**config.mk**
```make
export PLATFORM = sky130hd
export DESIGN_NAME = pipe_stage_chain
export DESIGN_NICKNAME = d
export VERILOG_FILES = /design/src/rtl/pipe_pkg.sv /design/src/rtl/pipe_slot.sv /design/src/rtl/pipe_stage_chain.sv
export SDC_FILE = /design/constraint.sdc
export NUM_CORES = 1
export LEC_CHECK = 0
export ABC_AREA = 1
export BUFFER_PORTS_ARGS = -buffer_cell sky130_fd_sc_hd__clkbuf_2
export CORE_UTILIZATION = 39
export DETAILED_ROUTE_END_ITERATION = 6
export PLACE_DENSITY = 0.74
export SLEW_MARGIN = 5
export SYNTH_ARGS = -nofsm -noshare
export SYNTH_HDL_FRONTEND = slang
export SYNTH_SLANG_ARGS = --single-unit
```
**constraint.sdc**
```tcl
create_clock -name clk -period 1.4 [get_ports clk]
set_clock_uncertainty 0.2 [all_clocks]
set_input_delay 0.07 -clock clk [delete_from_list [all_inputs] [get_ports clk]]
set_output_delay 0.07 -clock clk [all_outputs]
set_load 0.005 [all_outputs]
```
**src/rtl/pipe_pkg.sv**
```systemverilog
// pipe_pkg: shared constants and stage names for pipe_stage_chain.
package pipe_pkg;
    localparam logic [31:0] NOP_WORD = 32'h0000_0013;
    localparam int PERF_W = 32;
    typedef enum logic [1:0] {
        IF_ID  = 2'd0,
        ID_EX  = 2'd1,
        EX_MEM = 2'd2,
        MEM_WB = 2'd3
    } stage_e;
endpackage

```
**src/rtl/pipe_slot.sv**
```systemverilog
// pipe_slot: one stage's valid+data register; flush beats capture, empty slots hold NOP_WORD.
module pipe_slot
    import pipe_pkg::*;
#(
    parameter int WIDTH = 32,
    parameter logic [WIDTH-1:0] NOP = WIDTH'(pipe_pkg::NOP_WORD)
) (
    input  logic             clk,
    input  logic             rst,
    input  logic             i_cap,
    input  logic             i_flush,
    input  logic             i_valid,
    input  logic [WIDTH-1:0] i_data,
    output logic             o_valid,
    output logic [WIDTH-1:0] o_data
);
    logic             r_valid;
    logic [WIDTH-1:0] r_data;

    always_ff @(posedge clk) begin
        if (rst || i_flush) begin
            r_valid <= 1'b0;
            r_data  <= NOP;
        end else if (i_cap) begin
            r_valid <= i_valid;
            r_data  <= i_valid ? i_data : NOP;
        end
    end

    assign o_valid = r_valid;
    assign o_data  = r_data;
endmodule

```
**src/rtl/pipe_stage_chain.sv**
```systemverilog
// pipe_stage_chain: pipeline register chain with stall back-pressure, flush and bubble collapsing.
// Define PIPE_PERF_CNT_EN to build the saturating performance counters; otherwise they read 0.
module pipe_stage_chain
    import pipe_pkg::*;
#(
    parameter int WIDTH = 32,
    parameter int STAGES = 4,
    parameter logic [WIDTH-1:0] NOP_WORD = WIDTH'(pipe_pkg::NOP_WORD)
) (
    input  logic                    clk,
    input  logic                    rst,
    input  logic                    in_valid,
    input  logic [WIDTH-1:0]        in_data,
    output logic                    in_ready,
    input  logic [STAGES-1:0]       stall_req,
    input  logic [STAGES-1:0]       flush,
    output logic [STAGES-1:0]       stage_valid,
    output logic [STAGES*WIDTH-1:0] stage_data,
    output logic                    out_fire,
    output logic [PERF_W-1:0]       perf_stall_cycles,
    output logic [PERF_W-1:0]       perf_bubble_cycles,
    output logic [PERF_W-1:0]       perf_retired
);
    logic [STAGES-1:0]       w_held;
    logic [STAGES-1:0]       w_cap;
    logic [STAGES-1:0]       w_leave;
    logic [STAGES-1:0]       w_in_valid;
    logic [STAGES*WIDTH-1:0] w_in_data;
    logic                    w_down_cap;

    // Walk from the last stage back so each stage sees whether its successor can take its item.
    always_comb begin
        w_held     = '0;
        w_cap      = '0;
        w_leave    = '0;
        w_down_cap = 1'b1;
        for (int k = STAGES - 1; k >= 0; k--) begin
            w_held[k]  = stall_req[k] | ~w_down_cap;
            w_cap[k]   = ~stage_valid[k] | ~w_held[k];
            w_leave[k] = stage_valid[k] & ~w_held[k];
            w_down_cap = w_cap[k];
        end
    end

    assign w_in_valid = {w_leave[STAGES-2:0], in_valid};
    assign w_in_data  = {stage_data[(STAGES-1)*WIDTH-1:0], in_data};
    assign in_ready   = w_cap[0];
    assign out_fire   = w_leave[STAGES-1];

    for (genvar g = 0; g < STAGES; g++) begin : g_slot
        pipe_slot #(.WIDTH(WIDTH), .NOP(NOP_WORD)) u_slot (
            .clk    (clk),
            .rst    (rst),
            .i_cap  (w_cap[g]),
            .i_flush(flush[g]),
            .i_valid(w_in_valid[g]),
            .i_data (w_in_data[g*WIDTH +: WIDTH]),
            .o_valid(stage_valid[g]),
            .o_data (stage_data[g*WIDTH +: WIDTH])
        );
    end

`ifdef PIPE_PERF_CNT_EN
    logic [PERF_W-1:0] r_stall_cnt;
    logic [PERF_W-1:0] r_bubble_cnt;
    logic [PERF_W-1:0] r_retired_cnt;

    always_ff @(posedge clk) begin
        if (rst) begin
            r_stall_cnt   <= '0;
            r_bubble_cnt  <= '0;
            r_retired_cnt <= '0;
        end else begin
            if (in_valid && !in_ready && !(&r_stall_cnt)) r_stall_cnt <= r_stall_cnt + 1'b1;
            if (!stage_valid[STAGES-1] && !(&r_bubble_cnt)) r_bubble_cnt <= r_bubble_cnt + 1'b1;
            if (out_fire && !(&r_retired_cnt)) r_retired_cnt <= r_retired_cnt + 1'b1;
        end
    end

    assign perf_stall_cycles  = r_stall_cnt;
    assign perf_bubble_cycles = r_bubble_cnt;
    assign perf_retired       = r_retired_cnt;
`else
    assign perf_stall_cycles  = '0;
    assign perf_bubble_cycles = '0;
    assign perf_retired       = '0;
`endif
endmodule

```
After elaboration in Yosys (flattened, before gate mapping)
Index checks and enable logic that the tools add are counted.

Register bits: 132. Output and inout bits: 230. Logic and storage cells: 38.

Multiplexer cells: 4. Bitwise logic cells: 22. Reduce and logical (&&, ||, !) cells: 4.

Operators with widths (number): two-way mux 32 bit (4); NOT 1 bit (11); bitwise OR 1 bit (7); bitwise AND 1 bit (4); logical OR 1 bit (4).

Longest topological paths before layout
Word-level depth: 15. Mapped depth: 10.

By module
Synthesis repeated with hierarchy kept, for this count alone.

Cells, all modules: 735. Area, all modules: 6810.3 um2.

Modules (own cells, without submodules): pipe_slot (times used 4, cells each 155, area each 1500.2 um2, sequential area each 660.6 um2); pipe_stage_chain (times used 1, cells each 115, area each 809.5 um2, sequential area each 0.0 um2).

Worst setup path before layout
OpenSTA, ideal clock, no wires.

Path kind: flip-flop to flip-flop. Start point: reg g_slot[3].u_slot.r_valid. End point: reg g_slot[0].u_slot.r_data[21]. Arrival time: 1.155 ns. Required time: 1.057 ns. Path slack: -0.098 ns. Stages on the path, launching flop included: 11. Buffers on the path: 2. Path through: dfxtp_1 > nand2_2 > nand2_2 > nand2_4 > nand2_4 > nand2_4 > nand2_4 > buf_12 > buf_12 > nand3_2 > a21oi_2.

Longest elaborated chain between the ends: 14.

RTL lines: start: declaration (RTL line pipe_slot.sv:17) `logic r_valid;`; start signal: assignment (RTL line pipe_slot.sv:25) `r_valid <= i_valid;`; NOT 1 bit (RTL line pipe_stage_chain.sv:39) `w_cap[k] = ~stage_valid[k] | ~w_held[k];`; bitwise OR 1 bit (RTL line pipe_stage_chain.sv:39); NOT 1 bit (RTL line pipe_stage_chain.sv:38) `w_held[k] = stall_req[k] | ~w_down_cap;`; bitwise OR 1 bit (RTL line pipe_stage_chain.sv:38); NOT 1 bit (RTL line pipe_stage_chain.sv:39); bitwise OR 1 bit (RTL line pipe_stage_chain.sv:39); NOT 1 bit (RTL line pipe_stage_chain.sv:38); bitwise OR 1 bit (RTL line pipe_stage_chain.sv:38); NOT 1 bit (RTL line pipe_stage_chain.sv:39); bitwise OR 1 bit (RTL line pipe_stage_chain.sv:39); NOT 1 bit (RTL line pipe_stage_chain.sv:38); bitwise OR 1 bit (RTL line pipe_stage_chain.sv:38); NOT 1 bit (RTL line pipe_stage_chain.sv:39); bitwise OR 1 bit (RTL line pipe_stage_chain.sv:39); end signal: assignment (RTL line pipe_slot.sv:26) `r_data <= i_valid ? i_data : NOP;`; end: declaration (RTL line pipe_slot.sv:18) `logic [WIDTH-1:0] r_data;`.

Every way passes these cells. A chain may end at the register's enable or synchronous reset.

Worst setup path after layout
Start point: reg g_slot[3].u_slot.r_valid. End point: reg g_slot[2].u_slot.r_data[16].

Longest elaborated chain between the ends: 11.

RTL lines: NOT 1 bit * (RTL line pipe_stage_chain.sv:39); bitwise OR 1 bit * (RTL line pipe_stage_chain.sv:39); NOT 1 bit * (RTL line pipe_stage_chain.sv:38); bitwise OR 1 bit * (RTL line pipe_stage_chain.sv:38); NOT 1 bit * (RTL line pipe_stage_chain.sv:39); bitwise OR 1 bit * (RTL line pipe_stage_chain.sv:39); NOT 1 bit (RTL line pipe_stage_chain.sv:38); bitwise OR 1 bit (RTL line pipe_stage_chain.sv:38); NOT 1 bit (RTL line pipe_stage_chain.sv:40) `w_leave[k] = stage_valid[k] & ~w_held[k];`; bitwise AND 1 bit (RTL line pipe_stage_chain.sv:40); two-way mux 32 bit (RTL line pipe_slot.sv:26); end signal: assignment (RTL line pipe_slot.sv:26); end: declaration (RTL line pipe_slot.sv:18).

Every way passes the cells marked *; elsewhere a longest branch is shown, timed or not.

==> flow_summary.rst <==
.. list-table::
   :header-rows: 1

   * - Metric
     - Value
   * - Status
     - finished, violations left
   * - Failing checks
     - hold timing, setup timing
   * - Inserted Diodes
     - 0
   * - Slowest Stage Delay on Critical Path
     - 0.33 ns
   * - Placed cell areas
     - 6708 µm²
   * - I/O Buffers
     - 176
   * - Starting density of the core
     - 0.4022
   * - Drt via density
     - 4.679
   * - Yosys warnings
     - 0
   * - Clock Latency Late Sink
     - 0.41 ns
   * - Flops & latches, synth
     - 132
   * - Achievable clock frequency
     - 0.5949 GHz
   * - RSZ-0062 raised after global routing
     - true
   * - Clock period minus worst slack
     - 1.681 ns
   * - Cell area after layout
     - 8906 µm²
   * - Fraction of final layout cells sized beyond drive strength 1
     - 0.3798
   * - Clock-pin slew reported for the worst setup and hold paths after clock tree synthesis
     - 0.06 ns
   * - Count of routing violations after the opening detailed-route iteration
     - 247
   * - Setup violations, final
     - 102
   * - Post-Synthesis Cells
     - 758
   * - First-pass GRT wire length
     - 26.51 mm
   * - Post-synthesis instance area
     - 5868 µm²
   * - Area growth, synth to finish
     - 51.77%
   * - Site row count
     - 44
   * - Power Dens Cells
     - 983.2 nW/µm²
   * - Top fanout value on the critical path
     - 5
   * - Average cell area after synthesis
     - 7.742 µm²
   * - CTS Buf Count
     - 17
   * - Leading cell types by total area after synthesis
     - sky130_fd_sc_hd__dfxtp_1 (45%), sky130_fd_sc_hd__nand2_1 (14%), sky130_fd_sc_hd__buf_4 (13%)
   * - Via count
     - 5690
   * - Final Slew Violations
     - 0
   * - Number of hold violations in the final report
     - 3
   * - Post-synth top cells
     - sky130_fd_sc_hd__nand2_1 (214), sky130_fd_sc_hd__dfxtp_1 (132), sky130_fd_sc_hd__a21oi_1 (107), sky130_fd_sc_hd__buf_4 (103), sky130_fd_sc_hd__inv_1 (45)
   * - Worst hold-check slack
     - -0.02749 ns
   * - Number of nets in the finished design
     - 1066
   * - Largest net degree at the start of global routing
     - 31
   * - Count of flip-flops with a built-in enable after synthesis
     - 0
   * - Number of distinct library cell variants in the gate-level netlist after synthesis
     - 22
   * - Total gr overflow
     - 0
   * - Clock tree sinks
     - 132
   * - Worst setup slack after layout
     - -0.2811 ns
   * - Fraction of synthesized cell area taken by the top area cell type
     - 0.4503
   * - Maximum vdd drop
     - 0.8541 mV
   * - Floorplan die area
     - 15540 µm²
   * - Vias in the first global route
     - 5047
   * - Crit path required time
     - 1.53 ns
   * - Leakage power
     - 3.996 nW
   * - CTS tree
     - built
   * - Horiz. Die Dim
     - 124.7 µm
   * - Path class of the lowest-slack min-delay path
     - in -> reg
   * - Post-synthesis cell type with the largest combined area
     - sky130_fd_sc_hd__dfxtp_1
   * - DRC viols
     - 0
   * - HPWL after detailed placement
     - 11.05 mm
   * - Placer congestion estimate
     - 0.7961
   * - Cell count after placement
     - 1098
   * - Antenna violations before repair
     - 0
   * - Cell with the most instances on the worst path
     - sky130_fd_sc_hd__nand2_4
   * - Cell type of the slowest stage on the worst timing path
     - sky130_fd_sc_hd__dfxtp_2
   * - CTS Hold Buffers Added
     - 46
   * - Main synth FF type
     - sky130_fd_sc_hd__dfxtp_1
   * - Pre-CTS WS
     - -0.08413 ns
   * - Routed WL per cell
     - 14.79 µm
   * - Overall power of the completed layout
     - 0.008757 W
   * - Ordered cell list for the critical path
     - nand2_4 > nand2_4 > nand2_4 > buf_4 > buf_6 > nand3_4 > inv_6 > buf_6 > clkbuf_16 > nand2_1 > a21oi_1
   * - Fraction of registers with async set/reset
     - 0
   * - First-pass iteration count of the detailed router
     - 5
   * - Fin crit share
     - 1.201
   * - Deepest level of the CTS H-tree
     - 4
   * - Clock tree root buffer cell
     - sky130_fd_sc_hd__clkbuf_16
   * - DRT antenna net count
     - 0
   * - Critical path launch point type
     - flop
   * - Sequential share of the synthesized area
     - 0.4503
   * - Number of top-level pins
     - 273
   * - Number of maximum-capacitance constraint violations
     - 0
   * - Category of the critical setup timing path
     - reg -> reg
   * - Endpoint kind of the worst setup timing path
     - flop
   * - Chip height
     - 124.7 µm
   * - Maximum buffer depth of the clock tree
     - 2
   * - Cell Count, Final, Fillers Out
     - 1216
   * - Most common cell in the synthesized netlist
     - sky130_fd_sc_hd__nand2_1
   * - Overall global routing resource usage
     - 0.2152
   * - Total wire length
     - 17.99 mm
   * - Arrival time reported for the critical path endpoint
     - 1.81 ns
   * - Core Area
     - 14590 µm²
-- critical path: cells and delay by family, from the launching register on --
family	cells	cell delay, ns
compound gates	1	0.17
buf+inv	5	0.60
flops	1	0.33
simple gates	5	0.32
-- cells in the final DEF, fill, tap and decap left out, drive strengths merged, types with 9 or more instances in the layout --
cell         Yosys  final
clkbuf          21    203
buf            128     72
nand3           36     36
nor2            13     13
dfxtp          132    132
conb             1     96
a21oi          117    117
nand4           29     29
dlygate4sd3      0     46
nand2          221    221
o21ai            9      9
inv             46     45
-- path summary, 6_finish.rpt --
kind | startpoint | endpoint | slack, ns | cells past startpoint
setup / recovery | g_slot[3].u_slot.o_valid | g_slot[2].u_slot.o_data[16] | -0.28 | 11
hold / removal | stall_req[3] | g_slot[3].u_slot.o_data[4] | -0.03 | 5
setup reg to reg | g_slot[3].u_slot.o_valid | g_slot[2].u_slot.o_data[16] | -0.28 | 11
hold reg to reg | g_slot[3].u_slot.o_data[28] | g_slot[3].u_slot.o_data[28] | 0.26 | 2
-- sequential cells by signal, summed over array words and instances (netlist names) --
name,count
g_slot.u_slot.o_data,128
g_slot.u_slot.o_valid,4
-- per-layer routing --
metal / global-route usage / wire (µm) / vias to the layer above
met2: 0.3741 / 9466 / 186
met4: 0.1013 / 416 / 0
met5: 0 / 0 / -
met1: 0.2548 / 7443 / 2695
met3: 0.03909 / 659 / 27
li1: - / - / 2782
-- cells by family (layout without fill, tap and decap cells) --
family / Yosys count / in the layout / synth area share
AND/OR/NAND/NOR: 299 / 299 / 0.2271
AO/OA/AOI/OAI: 131 / 131 / 0.1194
flip-flops: 132 / 132 / 0.4503
other: 1 / 96 / 0.0006390
buffers and inverters: 195 / 374 / 0.2026
-- what timing repair did --
action / CTS / global route
pin swaps: 19 / 23
endpoints found under the setup margin: 84 / 134
cloned: 13 / 8
resized for setup: 50 / 107
endpoints found under the hold margin: 56 / 1
buffers inserted: 17 / 10
-- power breakdown --
| part | switching, W | total, W | internal [W] |
|---|---|---|---|
| logic | 0.000379 | 0.000701 | 0.000322 |
| clock network | 0.00153 | 0.00423 | 0.00271 |
| registers | 0.0000335 | 0.00382 | 0.00379 |
-- final cells by class --
type / instances / area [µm²]
Clock buffer: 22 / 474.2
Timing Repair Buffer: 300 / 2557
Inverter: 46 / 210.2
Clock inverter: 6 / 80.08
Multi-Input combinational cell: 526 / 2705
Tap cell: 184 / 230.2
Sequential cell: 132 / 2649
Fill cell: 1241 / 5683
-- metrics by stage --
step,TNS (ns),util
floorplan,-0.9847,-
global placement,-0.7378,0.4598
detailed placement,-2.518,0.4598
CTS,-17.12,0.5719
global route,-25.05,0.6105
finish,-18.53,0.6105
Note: power is estimated with default switching activity, not from simulation.
